==> config.mk <==
export PLATFORM = sky130hd
export DESIGN_NAME = bp_io_stream_arbiter
export DESIGN_NICKNAME = d
export VERILOG_FILES = /design/src/rtl/bp_io_stream_arbiter.sv
export SDC_FILE = /design/constraint.sdc
export NUM_CORES = 1
export LEC_CHECK = 0
export ABC_AREA = 1
export BUFFER_PORTS_ARGS = -buffer_cell sky130_fd_sc_hd__buf_2
export CAP_MARGIN = 30
export CELL_PAD_IN_SITES_DETAIL_PLACEMENT = 1
export CELL_PAD_IN_SITES_GLOBAL_PLACEMENT = 2
export CORE_MARGIN = 4
export CORE_UTILIZATION = 23
export CTS_CLUSTER_DIAMETER = 30
export DETAILED_ROUTE_END_ITERATION = 16
export PLACE_DENSITY_LB_ADDON = 0.1
export SYNTH_ARGS = -nofsm -noshare
export SYNTH_HDL_FRONTEND = slang
export SYNTH_SLANG_ARGS = --single-unit
==> constraint.sdc <==
create_clock -name clk_i -period 1.45 [get_ports clk_i]
set_clock_uncertainty 0.05 [all_clocks]
set_input_delay 0.0725 -clock clk_i [delete_from_list [all_inputs] [get_ports clk_i]]
set_output_delay 0.0725 -clock clk_i [all_outputs]
set_load 0.02 [all_outputs]
==> src/rtl/bp_io_stream_arbiter.sv <==
// bp_io_stream_arbiter: round-robin arbiter merging num_req_p packed 32-bit
// request streams into one output stream through a single-word register.
// The output register accepts a new word every cycle while the sink is ready.
// Optional feature macro: BP_IO_ARB_WATCHDOG_EN adds a sticky stall watchdog
// that flags when the sink has refused a held word for timeout_p cycles.
module bp_io_stream_arbiter #(
  parameter int num_req_p = 2,
  parameter int timeout_p = 1024,
  localparam int lg_num_req_lp = (num_req_p > 2) ? $clog2(num_req_p) : 1
) (
  input  logic                      clk_i,
  input  logic                      reset_i,
  input  logic [32*num_req_p-1:0]   data_i,
  input  logic [num_req_p-1:0]      v_i,
  output logic [num_req_p-1:0]      ready_and_o,
  output logic [31:0]               data_o,
  output logic                      v_o,
  input  logic                      ready_and_i,
  output logic [lg_num_req_lp-1:0]  src_id_o,
  output logic                      stall_err_o
);

  typedef enum logic {e_empty, e_full} state_e;

  localparam logic [lg_num_req_lp-1:0] last_idx_lp = lg_num_req_lp'(num_req_p - 1);

  state_e                   state_r, state_n;
  logic [lg_num_req_lp-1:0] rr_ptr_r, rr_next;
  logic [lg_num_req_lp-1:0] win_hi, win_lo, winner;
  logic [31:0]              word_hi, word_lo, win_word;
  logic                     found_hi;
  logic                     accept, any_v, in_xfer, out_xfer;
  logic [31:0]              data_p1;
  logic [lg_num_req_lp-1:0] src_p1;

  // Round-robin search: first valid at or above rr_ptr_r, else first valid below it
  always_comb begin
    found_hi = 1'b0;
    win_hi   = '0;
    win_lo   = '0;
    word_hi  = '0;
    word_lo  = '0;
    for (int i = num_req_p - 1; i >= 0; i--) begin
      if (v_i[i] && (i >= int'(rr_ptr_r))) begin
        found_hi = 1'b1;
        win_hi   = lg_num_req_lp'(i);
        word_hi  = data_i[32*i +: 32];
      end
      if (v_i[i] && (i < int'(rr_ptr_r))) begin
        win_lo  = lg_num_req_lp'(i);
        word_lo = data_i[32*i +: 32];
      end
    end
    winner   = found_hi ? win_hi : win_lo;
    win_word = found_hi ? word_hi : word_lo;
  end

  assign accept   = (state_r == e_empty) | ready_and_i;
  assign any_v    = |v_i;
  assign in_xfer  = accept & any_v & ~reset_i;
  assign out_xfer = v_o & ready_and_i;
  assign rr_next  = (winner == last_idx_lp) ? '0 : winner + 1'b1;

  // Grant is a pure function of valids, state, pointer and sink ready (never data)
  assign ready_and_o = in_xfer ? ({{(num_req_p-1){1'b0}}, 1'b1} << winner) : '0;

  // Next-state logic for the one-word output register
  always_comb begin
    state_n = state_r;
    case (state_r)
      e_empty: if (in_xfer) state_n = e_full;
      e_full:  if (out_xfer && !in_xfer) state_n = e_empty;
      default: state_n = e_empty;
    endcase
  end

  // State register and round-robin pointer
  always_ff @(posedge clk_i) begin
    if (reset_i) begin
      state_r  <= e_empty;
      rr_ptr_r <= '0;
    end else begin
      state_r <= state_n;
      if (in_xfer) rr_ptr_r <= rr_next;
    end
  end

  // Output word register: loads the winner's word on every input transfer
  always_ff @(posedge clk_i) begin
    if (reset_i) begin
      data_p1 <= '0;
      src_p1  <= '0;
    end else if (in_xfer) begin
      data_p1 <= win_word;
      src_p1  <= winner;
    end
  end

  assign v_o      = (state_r == e_full);
  assign data_o   = data_p1;
  assign src_id_o = src_p1;

`ifdef BP_IO_ARB_WATCHDOG_EN
  localparam int cnt_w_lp = $clog2(timeout_p + 1);

  logic [cnt_w_lp-1:0] stall_cnt_r;
  logic                stall_err_r;
  logic                stalled;

  assign stalled = v_o & ~ready_and_i;

  // Stall watchdog: counts consecutive refused cycles, saturates, error is sticky
  always_ff @(posedge clk_i) begin
    if (reset_i) begin
      stall_cnt_r <= '0;
      stall_err_r <= 1'b0;
    end else if (stalled) begin
      if (stall_cnt_r != cnt_w_lp'(timeout_p)) stall_cnt_r <= stall_cnt_r + 1'b1;
      if (stall_cnt_r == cnt_w_lp'(timeout_p - 1)) stall_err_r <= 1'b1;
    end else begin
      stall_cnt_r <= '0;
    end
  end

  assign stall_err_o = stall_err_r;
`else
  assign stall_err_o = 1'b0;
`endif

endmodule

==> metrics.log <==
[metrics] critical path launch point type: flop
[metrics] number of setup violations in the final report: 0
[metrics] share of the synthesized area in the top cell type: 0.344
[metrics] detailed-route DRC error count: 0
[metrics] cell count after synthesis: around 340
[metrics] sequential element share of the synthesized area: 0.344
[metrics] initial antenna violation count: 0
[metrics] floorplan die area: 10400 µm²
[metrics] number of top-level design ports: 106
[metrics] number of storage elements in the synthesis netlist: 35
[metrics] fraction of met2 tracks used by global routing: 0.223
[metrics] WP data required: 1330 ps
[metrics] Slowest cell on crit path: sky130_fd_sc_hd__dfxtp_1
[metrics] fin nets: between 500 and 600
[metrics] P&R area growth vs syn: 32.9%
[metrics] max-cap violations: 0
[metrics] DP Worst Slack: around 300 ps
[metrics] Synth cell types: 16
[metrics] layout cell share with drive strength beyond 1: 0.299
[metrics] cell internal pwr: 1640 µW
[metrics] total iterations of the first detailed-routing run: 4
[metrics] critical path's largest stage delay: 370 ps
[metrics] root buf cell: sky130_fd_sc_hd__clkbuf_8
[metrics] ratio of routed vias to standard cells: 4.17
[metrics] worst hold-check path type: input pin to flop
[metrics] placed cell area: approximately 2600 µm²
[metrics] via count of the routed design: 2263
[metrics] final critical-path share of the clock period: 0.932
[metrics] share of power burned in registers: 0.442
[metrics] number of buffers on the longest clock path: 2
[metrics] hpwl dp: 5610 µm
[metrics] fin crit period: 1350 ps
[metrics] fraction of power consumed by the clock network: 0.294
[metrics] reported leakage power: 0.00178 µW
[metrics] leading post-synthesis cells by cell area: sky130_fd_sc_hd__dfxtp_1, sky130_fd_sc_hd__nand2_1, sky130_fd_sc_hd__nand3_1, sky130_fd_sc_hd__inv_1, sky130_fd_sc_hd__buf_4
[metrics] met3 usage in global routing: 0.0321
[metrics] crit path max fanout: 3
[metrics] number of input and output port buffers inserted: around 100
[metrics] width of the die: 102 µm
[metrics] nets in the synthesized netlist: just over 400
[metrics] maximum number of pins on one net before global-route repair: 35
[metrics] type of the worst setup path: flop to primary output
[metrics] RePlAce Congestion: 0.804
[metrics] proportion of power drawn by combinational gates: 0.264
[metrics] number of antenna-violating nets in the routed design: 0
[metrics] final routed wire length divided by cell count: about 13 µm
[metrics] Overall Global Routing Usage: 0.139
[metrics] number of diodes added for antenna fixing: 0
[metrics] worst-path cell chain: inv_1 > nand2_2 > nand2_1 > nor2_1 > buf_2
[metrics] placement row count: 34
[metrics] global routing usage on met1: 0.191
[metrics] clock slew at reported path FFs: 70 ps
[metrics] number of H-tree branching levels: 2
[metrics] CTS sink cnt: 35
[metrics] outcome: finished clean
[metrics] busiest layer in global routing: met2
[metrics] crit path buf inv count: 2
[metrics] CORE AREA: just under 9000 µm²
[metrics] top cell family by delay on the critical path: flip-flops
[metrics] CP arrival: roughly 1200 ps
[metrics] sum of negative setup slack: 0 ps
[metrics] Cell Area, Synth: 2040 µm²
[metrics] final hold viol count: 0
[metrics] final critical-path setup slack: 98.7 ps
[metrics] remaining global-route overflow: 0
[metrics] clock insertion delay at the later pin of the skew report: 280 ps
[metrics] final wirelength: roughly 7300 µm
[metrics] number of CTS-inserted buffers: 5
[metrics] proportion of total power due to net switching: 0.324
[metrics] vias in the first global route: 2412
[metrics] final count of pins violating max slew: 0
[metrics] Net Switching: 785 µW
[metrics] clock tree from TritonCTS: built
[metrics] Syn. warnings: 0
[metrics] buffers inserted by post-CTS timing repair: 0
[metrics] DR iter-0 viols: 81
[metrics] setup repair after global routing missed its margin: no
[metrics] wire length of the first global-routing pass: between 10000 and 15000 µm
[metrics] Peak VDD IR: between 0.3 and 0.4 mV
[metrics] dominant cell type by area after synthesis: sky130_fd_sc_hd__dfxtp_1
[metrics] starting density of the core: 0.235
[metrics] power per cell area: 895 nW/µm²
[metrics] final design instance area without fill: 2710 µm²
[metrics] height of the die: 102 µm
[metrics] Achievable Freq: 0.740 GHz
[metrics] endpoint type of the worst setup path: primary output
[metrics] average size of a mapped cell: 6.05 µm²
[metrics] total of fill cells in the finished design: 1174
## layout make-up
cell class	instances	area [µm²]	share of cell area
Clock inverter	1	5.00	0.00185
Timing Repair Buffer	115	618	0.228
Inverter	38	143	0.0526
Sequential cell	35	701	0.259
Clock buffer	6	82.6	0.0305
Tap cell	108	135	0.0499
Multi-Input combinational cell	240	1030	0.379
## metal layers
| metal | routed length, µm | share of wire | vias up |
|---|---|---|---|
| li1 | - | - | 1214 |
| met1 | 3620 | 0.50 | 983 |
| met2 | 3200 | 0.44 | 62 |
| met3 | 400 | 0.055 | 4 |
| met4 | 56 | 0.0077 | 0 |
| met5 | 0 | 0 | - |
## cells in the final DEF (no fill, tap or decap)
master and instances:
sky130_fd_sc_hd__inv_2 2, sky130_fd_sc_hd__nand2_1 164, sky130_fd_sc_hd__nor2_1 1, sky130_fd_sc_hd__inv_1 36
sky130_fd_sc_hd__nand2_4 1, sky130_fd_sc_hd__nand2_2 4, sky130_fd_sc_hd__conb_1 1, sky130_fd_sc_hd__dlygate4sd3_1 1
sky130_fd_sc_hd__clkbuf_8 6, sky130_fd_sc_hd__dfxtp_1 35, sky130_fd_sc_hd__nand3_1 66, sky130_fd_sc_hd__a21oi_1 1
sky130_fd_sc_hd__buf_4 9, sky130_fd_sc_hd__clkinv_2 1, sky130_fd_sc_hd__buf_2 104, sky130_fd_sc_hd__buf_12 1
sky130_fd_sc_hd__nor2_4 1, sky130_fd_sc_hd__nor2_8 1
## synthesized netlist by cell type
| cell type | instances |
|---|---|
| sky130_fd_sc_hd__nor2_4 | 1 |
| sky130_fd_sc_hd__dfxtp_1 | 35 |
| sky130_fd_sc_hd__nand2_1 | 165 |
| sky130_fd_sc_hd__a21oi_1 | 1 |
| sky130_fd_sc_hd__inv_2 | 2 |
| sky130_fd_sc_hd__nand2_4 | 1 |
| sky130_fd_sc_hd__buf_2 | 6 |
| sky130_fd_sc_hd__nor2_8 | 1 |
| sky130_fd_sc_hd__buf_6 | 5 |
| sky130_fd_sc_hd__nor2_1 | 1 |
| sky130_fd_sc_hd__inv_1 | 36 |
| sky130_fd_sc_hd__clkbuf_1 | 3 |
| sky130_fd_sc_hd__nand3_1 | 66 |
| sky130_fd_sc_hd__conb_1 | 1 |
| sky130_fd_sc_hd__buf_4 | 10 |
| sky130_fd_sc_hd__nand2_2 | 3 |
## cell families after synthesis
group	after synthesis	share of synthesized area
and+or+nand+nor	238	0.498
buffers and inverters	62	0.155
DFF	35	0.344
AOI/OAI and AO/OA	1	0.00245
other	1	0.00184
## final timing paths
check | startpoint | endpoint | slack, ps | cells after the start
hold reg to reg | data_o[31] | data_o[31] | 420 | 2
hold / removal | data_i[6] | data_o[6] | 60 | 5
setup reg to reg | rr_ptr_r | data_o[10] | 310 | 7
setup / recovery | rr_ptr_r | ready_and_o[1] | 100 | 5
## per-stage QoR
| stage | power [µW] | hold WS (ps) | utilization | instances |
|---|---|---|---|---|
| floorplan | 1500 | 91.6 | - | 337 |
| global placement | 1750 | 222 | 0.301 | 535 |
| detailed placement | 1750 | 220 | 0.301 | 535 |
| CTS | 2470 | 51.0 | 0.312 | 543 |
| global route | 2580 | 64.1 | 0.312 | 543 |
| finish | 2430 | 55.2 | 0.312 | 543 |
## flip-flops by register name, summed over array words and instances (netlist names)
name	flops
rr_ptr_r	1
data_o	32
src_id_o	1
v_o	1
## power groups by stage
| stage | Combinational, µW | Sequential (µW) | Clock, µW |
|---|---|---|---|
| 4_1_cts | 657 | 1080 | 742 |
| 5_1_grt | 724 | 1080 | 778 |
| 2_1_floorplan | 328 | 1170 | 0 |
| 3_3_place_gp | 650 | 1100 | 0 |
| 6_report | 640 | 1070 | 713 |
| 3_5_place_dp | 653 | 1100 | 0 |
## timing repair
item,in CTS,in global routing
hold buffers,1,0
endpoints found under the hold margin,1,0
resized for setup,0,1
setup endpoints to repair,0,1
## worst reg2reg max path, cell delays in order (launching register included)
cell	delay [ps]
sky130_fd_sc_hd__dfxtp_1	370
sky130_fd_sc_hd__inv_1	60
sky130_fd_sc_hd__nand2_2	70
sky130_fd_sc_hd__buf_4	250
sky130_fd_sc_hd__nand2_1	100
sky130_fd_sc_hd__nand2_1	80
sky130_fd_sc_hd__nand2_1	50
sky130_fd_sc_hd__nand2_1	50
No activity file was read; power rests on OpenSTA's default activity.
